## config.mk

```make
export PLATFORM = sky130hd
export DESIGN_NAME = amber_wb_feeder
export DESIGN_NICKNAME = d
export VERILOG_FILES = /design/src/rtl/amber_wb_feeder.sv
export SDC_FILE = /design/constraint.sdc
export NUM_CORES = 1
export LEC_CHECK = 0
export ABC_AREA = 1
export BUFFER_PORTS_ARGS = -buffer_cell sky130_fd_sc_hd__clkbuf_2
export CAP_MARGIN = 5
export CORE_MARGIN = 4
export CORE_UTILIZATION = 48
export DETAILED_ROUTE_END_ITERATION = 8
export MAX_ROUTING_LAYER = met4
export PLACE_DENSITY = 0.8
export SYNTH_ARGS = -nofsm -noshare
export SYNTH_HDL_FRONTEND = slang
export SYNTH_SLANG_ARGS = --single-unit
```

## constraint.sdc

```tcl
create_clock -name clk -period 3.5 [get_ports clk]
set_input_delay 0.875 -clock clk [delete_from_list [all_inputs] [get_ports clk]]
set_output_delay 0.875 -clock clk [all_outputs]
set_load 0.005 [all_outputs]
```

## src/rtl/amber_wb_feeder.sv

```systemverilog
// Feeds a Wishbone instruction/data read port from an instruction FIFO and a
// load-data holding register, and captures core writes. `WB_WAIT_STATE_EN adds wb_stall.
module amber_wb_feeder #(
  parameter int FIFO_DEPTH = 4,
  parameter int LOAD_LAT   = 3
) (
  input  logic        clk,
  input  logic        reset,
  input  logic        inst_valid,
  input  logic [31:0] inst_data,
  output logic        inst_ready,
  input  logic        data_valid,
  input  logic [31:0] data_in,
  output logic        data_ready,
  input  logic        wb_cyc,
  input  logic        wb_stb,
  input  logic        wb_we,
  input  logic [3:0]  wb_sel,
  input  logic [31:0] wb_adr,
  input  logic [31:0] wb_dat_w,
`ifdef WB_WAIT_STATE_EN
  input  logic        wb_stall,
`endif
  output logic [31:0] wb_dat_r,
  output logic        wb_ack,
  output logic        wb_err,
  output logic        store_valid,
  output logic [31:0] store_adr,
  output logic [31:0] store_dat,
  output logic [3:0]  store_sel,
  output logic [15:0] fetch_cnt
);

  localparam int PTR_W = $clog2(FIFO_DEPTH);
  localparam int CNT_W = PTR_W + 1;

  localparam logic [31:0] LOAD_MASK = 32'hFDB8_8000;
  localparam logic [31:0] LOAD_VAL  = 32'hE590_0000;
  localparam logic [31:0] SWAP_MASK = 32'hFFB8_8FF8;
  localparam logic [31:0] SWAP_VAL  = 32'hE100_0090;

  typedef enum logic [1:0] {
    IDLE      = 2'd0,
    INST_ACK  = 2'd1,
    LOAD_WAIT = 2'd2,
    DATA_ACK  = 2'd3
  } state_t;

  state_t            state_q, state_d;
  logic [31:0]       fifo_mem [FIFO_DEPTH];
  logic [PTR_W-1:0]  wr_ptr_q, wr_ptr_d, rd_ptr_q, rd_ptr_d;
  logic [CNT_W-1:0]  count_q, count_d;
  logic              data_vld_q, data_vld_d;
  logic [31:0]       data_reg_q, data_reg_d;
  logic [2:0]        cd_q, cd_d;
  logic              pend_q, pend_d;
  logic              wb_ack_q, wb_ack_d;
  logic [31:0]       wb_dat_r_q, wb_dat_r_d;
  logic              store_valid_q, store_valid_d;
  logic [31:0]       store_adr_q, store_adr_d;
  logic [31:0]       store_dat_q, store_dat_d;
  logic [3:0]        store_sel_q, store_sel_d;
  logic [15:0]       fetch_cnt_q, fetch_cnt_d;

  logic        full, empty, push, pop, consume, data_push, serve_en;
  logic        rd_req, wr_req, data_due, head_is_mem;
  logic [31:0] head;

  function automatic logic is_load_or_swap(input logic [31:0] w);
    return ((w & LOAD_MASK) == LOAD_VAL) || ((w & SWAP_MASK) == SWAP_VAL);
  endfunction

`ifdef WB_WAIT_STATE_EN
  assign serve_en = !wb_stall;
`else
  assign serve_en = 1'b1;
`endif

  assign full        = (count_q == CNT_W'(FIFO_DEPTH));
  assign empty       = (count_q == '0);
  assign push        = inst_valid && !full;
  assign head        = fifo_mem[rd_ptr_q];
  assign head_is_mem = is_load_or_swap(head);
  assign data_push   = data_valid && !data_vld_q;
  assign rd_req      = wb_cyc && wb_stb && !wb_we && serve_en;
  assign wr_req      = wb_cyc && wb_stb && wb_we && serve_en;
  // Countdown exhausted while a load is outstanding: the next read gets load data.
  assign data_due    = pend_q && (cd_q == '0);

  always_comb begin
    state_d       = state_q;
    pop           = 1'b0;
    consume       = 1'b0;
    wb_ack_d      = 1'b0;
    wb_dat_r_d    = wb_dat_r_q;
    store_valid_d = 1'b0;
    store_adr_d   = store_adr_q;
    store_dat_d   = store_dat_q;
    store_sel_d   = store_sel_q;
    fetch_cnt_d   = fetch_cnt_q;
    cd_d          = cd_q;
    pend_d        = pend_q;
    case (state_q)
      IDLE, LOAD_WAIT: begin
        if (wr_req) begin
          store_valid_d = 1'b1;
          store_adr_d   = wb_adr;
          store_dat_d   = wb_dat_w;
          store_sel_d   = wb_sel;
          wb_ack_d      = 1'b1;
          state_d       = INST_ACK;
        end else if (rd_req) begin
          if (data_due) begin
            if (data_vld_q) begin
              consume    = 1'b1;
              wb_dat_r_d = data_reg_q;
              wb_ack_d   = 1'b1;
              pend_d     = 1'b0;
              state_d    = DATA_ACK;
            end
          end else if (!empty) begin
            pop         = 1'b1;
            wb_dat_r_d  = head;
            wb_ack_d    = 1'b1;
            fetch_cnt_d = fetch_cnt_q + 16'd1;
            state_d     = INST_ACK;
            if (head_is_mem) begin
              cd_d   = 3'(LOAD_LAT);
              pend_d = 1'b1;
            end else if (pend_q) begin
              cd_d = cd_q - 3'd1;
            end
          end
        end
      end
      // Ack cycles never serve, so back-to-back acks cannot happen.
      INST_ACK: state_d = pend_q ? LOAD_WAIT : IDLE;
      DATA_ACK: state_d = IDLE;
      default:  state_d = IDLE;
    endcase
  end

  always_comb begin
    wr_ptr_d   = push ? wr_ptr_q + PTR_W'(1) : wr_ptr_q;
    rd_ptr_d   = pop ? rd_ptr_q + PTR_W'(1) : rd_ptr_q;
    count_d    = count_q + CNT_W'(push) - CNT_W'(pop);
    data_vld_d = data_vld_q;
    data_reg_d = data_reg_q;
    if (consume) data_vld_d = 1'b0;
    if (data_push) begin
      data_vld_d = 1'b1;
      data_reg_d = data_in;
    end
  end

  always_ff @(posedge clk) begin
    if (reset) begin
      state_q       <= IDLE;
      wr_ptr_q      <= '0;
      rd_ptr_q      <= '0;
      count_q       <= '0;
      data_vld_q    <= 1'b0;
      cd_q          <= '0;
      pend_q        <= 1'b0;
      wb_ack_q      <= 1'b0;
      wb_dat_r_q    <= '0;
      store_valid_q <= 1'b0;
      store_adr_q   <= '0;
      store_dat_q   <= '0;
      store_sel_q   <= '0;
      fetch_cnt_q   <= '0;
    end else begin
      state_q       <= state_d;
      wr_ptr_q      <= wr_ptr_d;
      rd_ptr_q      <= rd_ptr_d;
      count_q       <= count_d;
      data_vld_q    <= data_vld_d;
      cd_q          <= cd_d;
      pend_q        <= pend_d;
      wb_ack_q      <= wb_ack_d;
      wb_dat_r_q    <= wb_dat_r_d;
      store_valid_q <= store_valid_d;
      store_adr_q   <= store_adr_d;
      store_dat_q   <= store_dat_d;
      store_sel_q   <= store_sel_d;
      fetch_cnt_q   <= fetch_cnt_d;
    end
  end

  // Storage only; validity lives in the pointers and data_vld_q.
  always_ff @(posedge clk) begin
    data_reg_q <= data_reg_d;
    if (push && !reset) fifo_mem[wr_ptr_q] <= inst_data;
  end

  assign inst_ready  = !full;
  assign data_ready  = !data_vld_q;
  assign wb_dat_r    = wb_dat_r_q;
  assign wb_ack      = wb_ack_q;
  assign wb_err      = 1'b0;
  assign store_valid = store_valid_q;
  assign store_adr   = store_adr_q;
  assign store_dat   = store_dat_q;
  assign store_sel   = store_sel_q;
  assign fetch_cnt   = fetch_cnt_q;

endmodule
```

# After elaboration in Yosys (flattened, before gate mapping)
# Memories as Yosys holds them, arrays and structs flattened. A register that Yosys moved wholly into a read port is not among the register bits.
# Cells that the tools add are included.
[op_classes]
addsub = 6
mux = 36
eq_ne = 11
n_reduce_logical = 26
bitwise_logic = 4
[op_table]
columns = ["cell", "n"]
rows = [
  ["32-bit 2-to-1 mux", 3],
  ["22-bit == test, second input constant", 1],
  ["1-bit 2-to-1 mux", 22],
  ["16-bit by 1-bit adder with 16-bit output, second input constant", 1],
  ["2-bit 2-to-1 mux", 8],
  ["12-bit == test, second input constant", 1],
  ["6-bit AND reduction", 2],
  ["5-bit AND reduction", 2],
  ["4-bit != test, second input constant", 2],
  ["1-bit logical AND", 7],
  ["3-bit logical NOT", 2],
  ["3-bit 2-to-1 mux", 2],
  ["2-bit case mux with 3 select lines", 1],
  ["2-bit nonzero test", 3],
  ["2-bit by 1-bit adder with 2-bit output, second input constant", 2],
  ["2-bit == test, second input constant", 2],
  ["1-bit logical NOT", 4],
  ["1-bit NOT", 4],
  ["2-bit OR reduction", 2],
  ["3-bit by 1-bit adder with 3-bit output", 1],
  ["3-bit == test, second input constant", 1],
  ["3-bit != test, second input constant", 1],
  ["3-bit AND reduction", 1],
  ["3-bit by 1-bit subtractor with 3-bit output", 1],
  ["7 further kinds", 7],
]
[word_totals]
mem_bits_rw = 128
ff_bits = 164
n_memories = 1
input_bits = 139
elab_cells = 99
[memory_table]
columns = ["memory", "depth", "width", "rd", "rd_clocked_by_memory_dff", "write_ports", "line", "text"]
rows = [
  ["fifo_mem", 4, 32, 1, 1, 1, "50", "logic [31:0] fifo_mem [FIFO_DEPTH];"],
]

# Logic depth before layout (Yosys ltp)
# Gate-level depths: netlist of the first run.
[depth]
word_depth = 8
ltp_mapped = 15
mapped_depth_nobuf = 15

# Worst setup path after synthesis of the first run
# Ideal clock, no wire load.
[synth_timing]
kind = "in2reg"
from = "in reset"
to = "mem fifo_mem[0][0] (enable)"
required_ps = 3079
arrival_ps = 2979
setup_ps = 421
setup_slack_ps = 100
path_stages = 5
n_path_buf = 2
path_cell_list = "clkbuf_1 inv_1 clkbuf_1 nand3_1 nor2_1"
[synth_between]
elab_chain_cells = 4
[synth_rtl]
columns = ["item", "line", "text"]
rows = [
  ["start: declaration", "8", "input logic reset,"],
  ["1-bit logical NOT", "193", "if (push && !reset) fifo_mem[wr_ptr_q] <= inst_data;"],
  ["1-bit logical AND", "193", ""],
  ["1-bit 2-to-1 mux", "193", ""],
  ["1-bit 2-to-1 mux (implied by the code)", "193", ""],
  ["end: declaration", "50", ""],
]
# No other way between the ends.

# Final worst setup path of the first run
[layout_timing]
from = "reg cd_q[0]"
to = "reg wb_dat_r_q[8], in the netlist wb_dat_r[8]"
[layout_between]
elab_chain_cells = 4
word_cells_on_any_way = 6
classes_between = "eq/ne (2); mux (1); reduce/logical (3)"
[layout_rtl]
columns = ["item", "line", "text"]
rows = [
  ["start: declaration", "55", "logic [2:0] cd_q, cd_d;"],
  ["start signal: assignment", "163", "cd_q <= '0;"],
  ["start signal: assignment", "178", "cd_q <= cd_d;"],
  ["3-bit logical NOT (*)", "88", "assign data_due = pend_q && (cd_q == '0);"],
  ["1-bit logical AND (*)", "88", ""],
  ["2-bit by 1-bit != test with 1-bit output (no line) / 2-bit != test (equally long branches)", "n/a", ""],
  ["5-bit AND reduction (no line)", "n/a", ""],
  ["end signal: assignment", "181", "wb_dat_r_q <= wb_dat_r_d;"],
  ["end: declaration", "58", "logic [31:0] wb_dat_r_q, wb_dat_r_d;"],
]
# Mark *: on every way between the ends. The rest lies on a longest branch, timed or not.
# A chain may end at the register's enable or synchronous reset.

==> results of run 1 <==
-- sequential cells by signal, indices dropped and copies added, names as in the netlist, 2 cells and up, named ones only --
| name | cells |
|---|---|
| cd_q | 3 |
| count_q | 3 |
| data_reg_q | 32 |
| fetch_cnt | 16 |
| fifo_mem | 128 |
| rd_ptr_q | 2 |
| store_adr | 32 |
| store_dat | 32 |
| store_sel | 4 |
| wb_dat_r | 32 |
| wr_ptr_q | 2 |
-- how the worst min path moves through the flow --
stage | endpoint | startpoint | slack [ns]
CTS | data_reg_q[1]$_DFFE_PP_ | data_in[1] | 0.47
finish | register | rd_ptr_q[1]$_SDFFE_PP0P_ | 0.46
global placement | rd_ptr_q[1]$_SDFFE_PP0P_ | rd_ptr_q[1]$_SDFFE_PP0P_ | 0.45
global route | data_reg_q[16]$_DFFE_PP_ | data_in[16] | 0.48
floorplan | register | rd_ptr_q[1]$_SDFFE_PP0P_ | 0.44
detailed placement | wb_dat_r[16]$_SDFFE_PP0P_ | wb_dat_r[16]$_SDFFE_PP0P_ | 0.46
-- routing by layer --
metal	global-route usage, %	vias up
li1	-	4213
met1	28.14	4125
met2	36.32	311
met3	2.679	64
met4	6.824	0
met5	-	-
-- through the flow --
step	util (%)	setup WS (ns)
CTS	60.02	0.8447
global placement	55.96	0.6400
global route	60.04	0.5834
floorplan	-	0.09982
finish	60.04	0.8254
detailed placement	55.96	0.6259
-- worst max-delay path, stage by stage, from the launching register on --
cell and delay [ns]:
dfxtp_1 0.34, inv_1 0.06, ha_1 0.19, ha_1 0.18
nand2_2 0.09, nor2_1 0.05, nand3_1 0.11, inv_1 0.09
nor2_4 0.76, inv_1 0.09, buf_4 0.28, o211ai_1 0.14
a21oi_1 0.11
-- cell usage in the layout, fill, tap and decap left out, types with 3 or more instances in the layout --
master,n
nor2_1,198
nand3_2,3
nor2_4,9
a21oi_1,48
buf_4,16
clkinvlp_4,3
clkinv_2,5
inv_1,61
dfxtp_1,132
clkbuf_1,6
nand2_2,6
ha_1,9
clkbuf_2,258
clkinv_1,5
o21ai_0,104
o221ai_1,10
nand2_1,198
o211ai_1,28
nor3_1,3
nand3_1,51
inv_2,6
edfxtp_1,160
clkbuf_16,30
-- final cells by class --
cell class	count	area share (%)
flip-flops and latches	293	54.44
multi-input cells	686	23.79
repair buffers	274	10.29
clock buffers	37	5.737
well taps	313	2.855
inverters	67	1.833
clock inverters	19	1.022
diodes	2	0.03648
-- power by group --
group / leakage, nW / switching (mW) / internal (mW) / total, mW
Combinational: 2.68 / 0.514 / 0.287 / 0.801
Clock: 0.442 / 1.30 / 1.68 / 2.98
Sequential: 2.55 / 0.0786 / 3.83 / 3.91
Total: 5.67 / 1.89 / 5.80 / 7.69
-- kinds of logic (layout without fill, tap and decap cells) --
kind of cell | after synthesis | in the layout
XOR/XNOR | 2 | 2
buffers and inverters | 129 | 397
flip-flops | 293 | 293
other | 1 | 3
adder cells (fa/ha/maj) | 10 | 10
AO/OA/AOI/OAI | 199 | 199
AND/OR/NAND/NOR | 474 | 474
==> impl_results.md, run 1 <==
* Outcome: finished, final reports clean
* Layout fillers at 1898
* Clk pin slew, worst setup/hold paths at 0.06 ns
* FFs w/ async S/R, synth at 0%
* Top routing layer used: met4
* Crit path time final at 2.675 ns
* Area growth, synth to finish at 22.12%
* Multi-input logic area at 3263 um2
* DRT Wirelength at 28660 um
* Worst hold path class: register to register
* CTS Buf Count at 30
* Mux contribution to synthesized area at 0%
* Adder-cell share of the synthesized area at 1.181%
* Die Wd at 161.0 um
* Max-cap check violation count at 0
* Netlist cell types at 36
* CTS tree: done
* List of most frequent post-synthesis cells: 204 x nor2_1, 199 x nand2_1, 160 x edfxtp_1
* Routed len/inst at 16.95 um
* Post-CTS setup buffer count at 0
* First-pass GRT wire length at 44480 um
* Worst hold slack at 0.4632 ns
* Die height at 161.0 um
* Post-Syn Area at 11230 um2
* GRT Util Overall at 21.78%
* Total gr overflow at 0
* Simple-gate share of the synthesized area at 17.25%
* Yosys reg bits at 293
* Area leader, netlist: edfxtp_1
* Core area at 22850 um2
* # IOs at 260
* Max-slew violations at 0
* Ranking of synthesized cells by area: edfxtp_1 43%, dfxtp_1 24%, nor2_1 6.8%
* WP data required at 3.90 ns
* R2R setup slack at 0.83 ns
* Relative slew slack at 32.66%
* Htree depth at 1
* CTS Buffer Depth at 3
* Area after DPL at 12790 um2
* Post-CTS Resized at 0
* Wire length on met2 at 14240 um
* Port-buffer cells at 258
* Final Total Pwr at 7.688 mW
* Inst Count DP at 1633
* Largest net degree at the start of global routing at 88
* Fin crit share at 76.42%
* WHS Path Cells at 2
* Share of layout cells above drive strength 1 at 25.36%
* HPWL after DPL at 19070 um
* Sequential cell area at 7468 um2
* Via count at 8713
* Clock root buffer: clkbuf_16
* Final net count at 1501
* Mapped Nets at 1257
* Reg-to-Reg Start: cd_q[0]$_SDFFE_PP0P_
* Number of flops mapped to enable cells by yosys at 160
* Max Clk Rate at 373.9 MHz
* Mapped Avg Cell Area at 10.14 um2
* Maximum VDD drop at 538.9 uV
* Post-synth top area share at 42.77%
* Worst skew pair latency at 0.56 ns
* Setup crit end kind: register
* CTS Hold Bufs at 0
* CP Launch Type: register
* Wire length on met3 at 1610 um
* Residual DRC at 0
* DR pass1 iterations at 5
* Compound-cell area share of the yosys netlist at 10.00%
* Largest family of logic cells by synthesized area: simple AND/OR/NAND/NOR gates
* Worst r2r dst: wb_dat_r[8]$_SDFFE_PP0P_
* CP endpoint: wb_dat_r[8]$_SDFFE_PP0P_
* Clock Skew at 0.01554 ns
* Clk sinks at 293
* Routed length on met1 at 11920 um
* Full die area at 25910 um2
* Design Area, Final at 13720 um2
* Worst setup path category: register to register
* Unrepaired setup endpoints after global routing: false
* Critical path launch point: cd_q[0]$_SDFFE_PP0P_
* Post-route ant nets at 0
* Xor and xnor area share after synthesis at 0.1559%
* Non-filler cells, final at 1691
* CP max FO at 39
* Most common cell in the netlist: nor2_1
* Setup violations, final at 0
* Setup_tns at 0 ns
* Row Count at 55
* Synth Flop Type: edfxtp_1
* Sequential element share of the synthesized area at 66.47%
* Starting Density at 49.17%
* Initial antenna violation count at 2
* Post-Synthesis Cells at 1108
* Leak at 5.667 nW
* WP data arrival at 3.07 ns
* Vias in the first global route at 8329
* Initial DRC count at 714
* GPL Wtd Cong at 0.9233
* Vias per cell at 5.153
* Synth warn at 0
* Pwr dens at 560.4 nW/um2
* Final count of hold timing violations at 0
* Slew @ Worst Pin at 1.008 ns
* R2R depth at 12
No activity file was read; power rests on OpenSTA's default activity.
==> run 2, diff against run 1 <==
--- a/config.mk
+++ b/config.mk
@@ -9,7 +9,7 @@
 export BUFFER_PORTS_ARGS = -buffer_cell sky130_fd_sc_hd__clkbuf_2
 export CAP_MARGIN = 5
 export CORE_MARGIN = 4
-export CORE_UTILIZATION = 48
+export CORE_UTILIZATION = 50
 export DETAILED_ROUTE_END_ITERATION = 8
 export MAX_ROUTING_LAYER = met4
 export PLACE_DENSITY = 0.8
==> constraint.sdc (replaced) <==
create_clock -name clk -period 2.5 [get_ports clk]
set_input_delay 0.625 -clock clk [delete_from_list [all_inputs] [get_ports clk]]
set_output_delay 0.625 -clock clk [all_outputs]
set_load 0.005 [all_outputs]
==> run 2 against run 1 <==
Effect of this change:
- non-clock buffer count up 7
- core utilization up 2.9 points
- clock skew down 0.0040 ns
- count of clock-buffer cells in the layout up 11
- sequential share of layout area down 0.41 points
- critical endpoint is now fetch_cnt[14]$_SDFFE_PP0P_
- first-iteration DRC count down 0.14%
==> impl_results.md, run 2 (synthesis gave the netlist of run 1 again) <==
* DR pass1 iterations at 5 (unchanged)
* Area after DPL at 12870 um2 (+0.67%)
* Post-CTS setup buffer count at 0 (unchanged)
* Port-buffer cells at 258 (unchanged)
* Grt met3 use at 3.991% (+1.3 points)
* Initial antenna violation count at 3 (+1)
* WP data arrival at 2.66 ns (-0.41 ns)
* Die Wd at 157.9 um (-1.9%)
* Worst setup path category: register to register
* Number of flip-flops in the largest register at 128 (unchanged)
* Routed len/inst at 17.48 um (+3.1%)
* Clk sinks at 293 (unchanged)
* Max Clk Rate at 443.0 MHz (+18%)
* Outcome: finished, final reports clean
* Clk pin slew, worst setup/hold paths at 0.06 ns (about the same)
* Row Count at 54 (-1.8%)
* Setup violations, final at 0 (unchanged)
* Unrepaired setup endpoints after global routing: false
* Post-CTS Resized at 0 (unchanged)
* Met2 usage at 37.19% (+0.87 points)
* Full die area at 24930 um2 (-3.8%)
* Max-slew violations at 0 (unchanged)
* Top reg by flops: fifo_mem
* Final net count at 1509 (+0.53%)
* Die height at 157.9 um (-1.9%)
* Via count at 8606 (-1.2%)
* Clock group share of total power at 38.9% (+0.2 points)
* Vias in the first global route at 8207 (-1.5%)
* Switching portion of total power at 24.24% (-0.38 points)
* Crit path time final at 2.258 ns (-0.4170 ns)
* # IOs at 260 (unchanged)
* Htree depth at 1 (unchanged)
* Fin crit share at 90.30% (+14 points)
* Vias per cell at 5.159 (+0.13%)
* CP Launch Type: register
* Relative slew slack at 51.83% (+19 points)
* Worst hold path class: input port to register
* Clock Skew at 0.01152 ns (-0.004018 ns)
* CTS Hold Bufs at 0 (unchanged)
* Sequential Power Share at 50.4% (-0.5 points)
* Most Used Layer, Global Route: met2
* HPWL after DPL at 19750 um (+3.6%)
* GRT Util Overall at 23.45% (+1.7 points)
* Final Util at 62.95% (+2.9 points)
* DRT Wirelength at 29160 um (+1.7%)
* WP data required at 2.90 ns (-1.00 ns)
* Starting Density at 51.16% (+2.0 points)
* Largest net degree at the start of global routing at 88 (unchanged)
* Commonest non-fill, non-tap cell in the layout: clkbuf_2
* Slew @ Worst Pin at 0.7225 ns (-0.2853 ns)
* CTS tree: done
* Worst hold slack at 0.2505 ns (-0.2127 ns)
* Leak at 5.735 nW (+1.2%)
* Max-cap check violation count at 0 (unchanged)
* Share of layout cells above drive strength 1 at 25.65% (+0.29 points)
* Pwr dens at 785.9 nW/um2 (+40%)
* Post-route ant nets at 0 (unchanged)
* CTS Buffer Depth at 3 (unchanged)
* Grt met1 use at 31.06% (+2.9 points)
* Residual DRC at 0 (unchanged)
* GPL Wtd Cong at 0.8292 (-10%)
* Comb power frac at 10.7% (+0.3 points)
* Final count of hold timing violations at 0 (unchanged)
* Worst skew pair latency at 0.55 ns (about the same)
* Core area at 21960 um2 (-3.9%)
* First-pass GRT wire length at 44620 um (+0.31%)
* CTS Buf Count at 31 (+3.3%)
* Int Power at 8.229 mW (+42%)
* Design Area, Final at 13820 um2 (+0.76%)
* Initial DRC count at 713 (-0.14%)
* Area growth, synth to finish at 23.05%
* Highest-count cells in the layout ignoring fill and taps: 258 x clkbuf_2, 198 x nand2_1, 198 x nor2_1, 160 x edfxtp_1, 132 x dfxtp_1
* Maximum VDD drop at 640.7 uV (+19%)
* Clock root buffer: clkbuf_16
* Total gr overflow at 0 (unchanged)
* Net Sw Power at 2.633 mW (+39%)
* CP max FO at 12 (-69%)
* Final Total Pwr at 10.86 mW (+41%)
* Setup crit end kind: register
[run 2: changes by cell type in the layout (fill, tap and decap cells not counted), sizes merged]
cell	change
clkbuf	+11
clkinv	-4
inv	-1
diode	+2
buf	+7
bufinv	-1
clkinvlp	-4
[run 2: layout make-up]
class	instances	area [um2]
Clock inverter	9	50.05
Clock buffer	48	889.6
Sequential cell	293	7468
Timing Repair Buffer	281	1539
Tap cell	280	350.3
Inverter	67	251.5
Fill cell	1745	8137
Multi-Input combinational cell	686	3263
Antenna cell	4	10.01
[run 2: critical path, cell delays in order, from the launching register on]
cell and delay (ns):
dfxtp_1 0.32, inv_1 0.06, ha_1 0.20, ha_1 0.19, nand2_2 0.09, nand2_1 0.09
nor2_4 0.10, buf_4 0.21, inv_2 0.07, nor2_1 0.14, nand2_1 0.11, nor3_1 0.23
nand2_1 0.10, nor2_1 0.14, nor3b_2 0.06
[run 2: stage by stage]
stage	setup TNS [ns]	setup WS, ns	std cells
floorplan	-24.57	-0.1919	1108
global route	0	0.008079	1667
finish	0	0.2424	1668
global placement	0	0.3299	1607
detailed placement	0	0.2487	1607
CTS	0	0.2624	1664
[run 2: path summary, 6_finish.rpt]
check	startpoint	end	slack, ns	cells after the start
setup / recovery	cd_q[0]$_SDFFE_PP0P_	fetch_cnt[14]$_SDFFE_PP0P_	0.24	14
setup reg to reg	cd_q[0]$_SDFFE_PP0P_	fetch_cnt[14]$_SDFFE_PP0P_	0.24	14
hold / removal	data_in[5]	data_reg_q[5]$_DFFE_PP_	0.25	1
hold reg to reg	wb_dat_r[2]$_SDFFE_PP0P_	wb_dat_r[2]$_SDFFE_PP0P_	0.46	2
[run 2: routing by layer]
layer | up-vias | wire length [um]
li1 | 4236 | -
met1 | 4045 | 12190
met2 | 283 | 14340
met3 | 42 | 1938
met4 | 0 | 686
met5 | - | 0
[run 2: power by group through the flow]
stage	clock network, mW	registers, mW	logic [mW]
2_1_floorplan	0	5.57	0.666
3_3_place_gp	0	5.57	1.14
3_5_place_dp	0	5.58	1.17
4_1_cts	4.28	5.48	1.17
5_1_grt	4.53	5.50	1.32
6_report	4.22	5.48	1.17
==> run 3, diff against run 2 <==
--- a/config.mk
+++ b/config.mk
@@ -8,6 +8,7 @@
 export ABC_AREA = 1
 export BUFFER_PORTS_ARGS = -buffer_cell sky130_fd_sc_hd__clkbuf_2
 export CAP_MARGIN = 5
+export CORE_ASPECT_RATIO = 0.6
 export CORE_MARGIN = 4
 export CORE_UTILIZATION = 50
 export DETAILED_ROUTE_END_ITERATION = 8
==> run 3 against run 2 <==
Effect of this change:
- worst setup slack improved by 0.064 ns
- power increased by 2.6%
- sequential cell count unchanged
- die area is 0.31% higher
- first-iteration DRC count is 19% lower
- worst hold slack improved by 0.018 ns
- critical path type unchanged
- critical endpoint is now fetch_cnt[15]$_SDFFE_PP0P_
==> impl_results.md, run 3 (synthesis gave the netlist of run 1 again) <==
* Outcome: finished, final reports clean
* R2R depth at 16 (+2)
* CP max FO at 12 (unchanged)
* Slew @ Worst Pin at 0.5983 ns (-0.1242 ns)
* Max Clk Rate at 455.8 MHz (+2.9%)
* Reg-to-Reg Start: cd_q[0]$_SDFFE_PP0P_
* Routed length on met1 at 13160 um (+7.9%)
* Residual DRC at 0 (unchanged)
* HPWL after DPL at 19990 um (+1.2%)
* Hold Path Origin: data_in[10]
* CTS Buf Count at 27 (-13%)
* Layout fillers at 1781 (+2.1%)
* Largest net degree at the start of global routing at 69 (-22%)
* CTS Hold Bufs at 0 (unchanged)
* Maximum VDD drop at 513.6 uV (-20%)
* Routed len/inst at 17.44 um (-0.20%)
* Die height at 124.1 um (-21%)
* Initial DRC count at 581 (-19%)
* WHS Path Cells at 1 (unchanged)
* Post-CTS setup buffer count at 0 (unchanged)
* Htree depth at 1 (unchanged)
* Starting Density at 50.90% (-0.26 points)
* GPL Wtd Cong at 0.7842 (-5.4%)
* Die Wd at 201.5 um (+28%)
* Clock root buffer: clkbuf_16
* DR pass1 iterations at 5 (unchanged)
* Top reg by flops: fifo_mem
* CP Launch Type: register
* Via count at 8801 (+2.3%)
* Core area at 22070 um2 (+0.51%)
* Final net count at 1507 (-0.13%)
* First-pass GRT wire length at 43950 um (-1.5%)
* DRT Wirelength at 29060 um (-0.32%)
* Row Count at 42 (-22%)
* WP data required at 2.93 ns (+0.03 ns)
* Worst hold path class: input port to register
* CP max stage cell: dfxtp_1
* Clock Skew at 0.007044 ns (-0.004479 ns)
* Setup_tns at 0 ns (unchanged)
* Relative slew slack at 60.11% (+8.3 points)
* Vias per cell at 5.283 (+2.4%)
* CP peak stage delay at 0.32 ns (about the same)
* # IOs at 260 (unchanged)
* Final count of hold timing violations at 0 (unchanged)
* Area growth, synth to finish at 23.91%
* Setup violations, final at 0 (unchanged)
* Share of layout cells above drive strength 1 at 26.25% (+0.60 points)
* Wire length on met2 at 13620 um (-5.0%)
* Max-slew violations at 0 (unchanged)
* Full die area at 25010 um2 (+0.31%)
* Pwr dens at 800.8 nW/um2 (+1.9%)
* Unrepaired setup endpoints after global routing: false
* Commonest non-fill, non-tap cell in the layout: clkbuf_2
* Clk sinks at 293 (unchanged)
* Post-route ant nets at 0 (unchanged)
* Setup crit end kind: register
* GRT Util Overall at 22.69% (-0.76 points)
* Post-CTS Resized at 0 (unchanged)
* Worst Hold End: data_reg_q[10]$_DFFE_PP_
* Number of flip-flops in the largest register at 128 (unchanged)
* Worst setup path category: register to register
* Vias in the first global route at 8255 (+0.58%)
* Crit path time final at 2.194 ns (-0.06386 ns)
* Area after DPL at 12910 um2 (+0.27%)
* Highest-count cells in the layout ignoring fill and taps: 258 x clkbuf_2, 198 x nand2_1, 198 x nor2_1, 160 x edfxtp_1, 132 x dfxtp_1
* Total gr overflow at 0 (unchanged)
* Fin crit share at 87.75% (-2.6 points)
* CTS tree: done
* Worst skew pair latency at 0.53 ns (-0.02 ns)
* CP Cell Sequence: inv_1 -> ha_1 -> ha_1 -> nand2_2 -> nand2_1 -> nor2_4 -> buf_6 -> nand2_2 -> nor3_4 -> nand2_2 -> nor2_2 -> nand2_1 -> nor2_1 -> nand2_1 -> nand2_1 -> nor2_1
* Max-cap check violation count at 0 (unchanged)
* CTS Buffer Depth at 3 (unchanged)
* Wire length on met3 at 1648 um (-15%)
* Top routing layer used: met4
* Clk pin slew, worst setup/hold paths at 0.07 ns (about the same)
* Leak at 5.784 nW (+0.86%)
* R2R setup slack at 0.31 ns (+0.06 ns)
* Worst r2r dst: fetch_cnt[15]$_SDFFE_PP0P_
* Port-buffer cells at 258 (unchanged)
* CP most frequent cell: nand2_1
* Design Area, Final at 13920 um2 (+0.71%)
* Initial antenna violation count at 1 (-2)
* WP data arrival at 2.62 ns (-0.04 ns)
[run 3: changes by cell type in the layout (fill, tap and decap cells not counted), sizes merged]
cell and change:
clkbuf -11, bufinv +4, diode -3, buf +2
clkinv -1, clkinvlp +1
[run 3: routing by layer]
metal | up-vias | track usage, %
met1 | 4268 | 32.49
met2 | 261 | 34.55
met5 | - | -
met4 | 0 | 5.290
met3 | 45 | 3.747
li1 | 4227 | -
[run 3: stage by stage]
stage / power (mW) / utilization (%) / worst slack (ns) / hold slack [ns] / instances
detailed placement: 6.752 / 58.48 / 0.2149 / 0.4563 / 1615
finish: 11.15 / 63.07 / 0.3063 / 0.2685 / 1666
floorplan: 6.234 / - / -0.1919 / 0.4363 / 1108
global route: 11.60 / 63.07 / 0.04902 / 0.2468 / 1666
CTS: 11.22 / 63.02 / 0.2102 / 0.2446 / 1665
global placement: 6.695 / 58.48 / 0.3327 / 0.4526 / 1615
[run 3: how the worst max path moves through the flow]
stage / startpoint / endpoint / depth (start not counted)
detailed placement: wb_cyc / fetch_cnt[14]$_SDFFE_PP0P_ / 13
CTS: cd_q[0]$_SDFFE_PP0P_ / fetch_cnt[14]$_SDFFE_PP0P_ / 14
global route: cd_q[0]$_SDFFE_PP0P_ / fetch_cnt[15]$_SDFFE_PP0P_ / 16
floorplan: reset / fifo_mem[0][0]$_DFFE_PP_ / 5
finish: cd_q[0]$_SDFFE_PP0P_ / fetch_cnt[15]$_SDFFE_PP0P_ / 16
global placement: wb_cyc / fetch_cnt[15]$_SDFFE_PP0P_ / 15
[run 3: power by group]
group          internal (mW)  switching, mW
Combinational          0.439          0.740
Sequential              5.36          0.112
Clock                   2.73           1.76
Total                   8.54           2.61
[run 3: critical path: cells and delay by family, from the launching register on]
family	cells	cell delay, ns
DFF	1	0.32
buffers and inverters	2	0.22
adders and majority gates	2	0.38
and+or+nand+nor	12	1.15
[run 3: area by class of cell]
| cell class | instances | area, um2 | share of cell area [%] |
|---|---|---|---|
| sequential | 293 | 7468 | 53.65 |
| timing repair buffer | 283 | 1570 | 11.28 |
| multi-input combinational | 686 | 3268 | 23.48 |
| clock buffer | 37 | 827.0 | 5.942 |
| inverter | 67 | 251.5 | 1.807 |
| clock inverter | 13 | 173.9 | 1.249 |
| antenna | 1 | 2.502 | 0.01798 |
| tap | 286 | 357.8 | 2.571 |
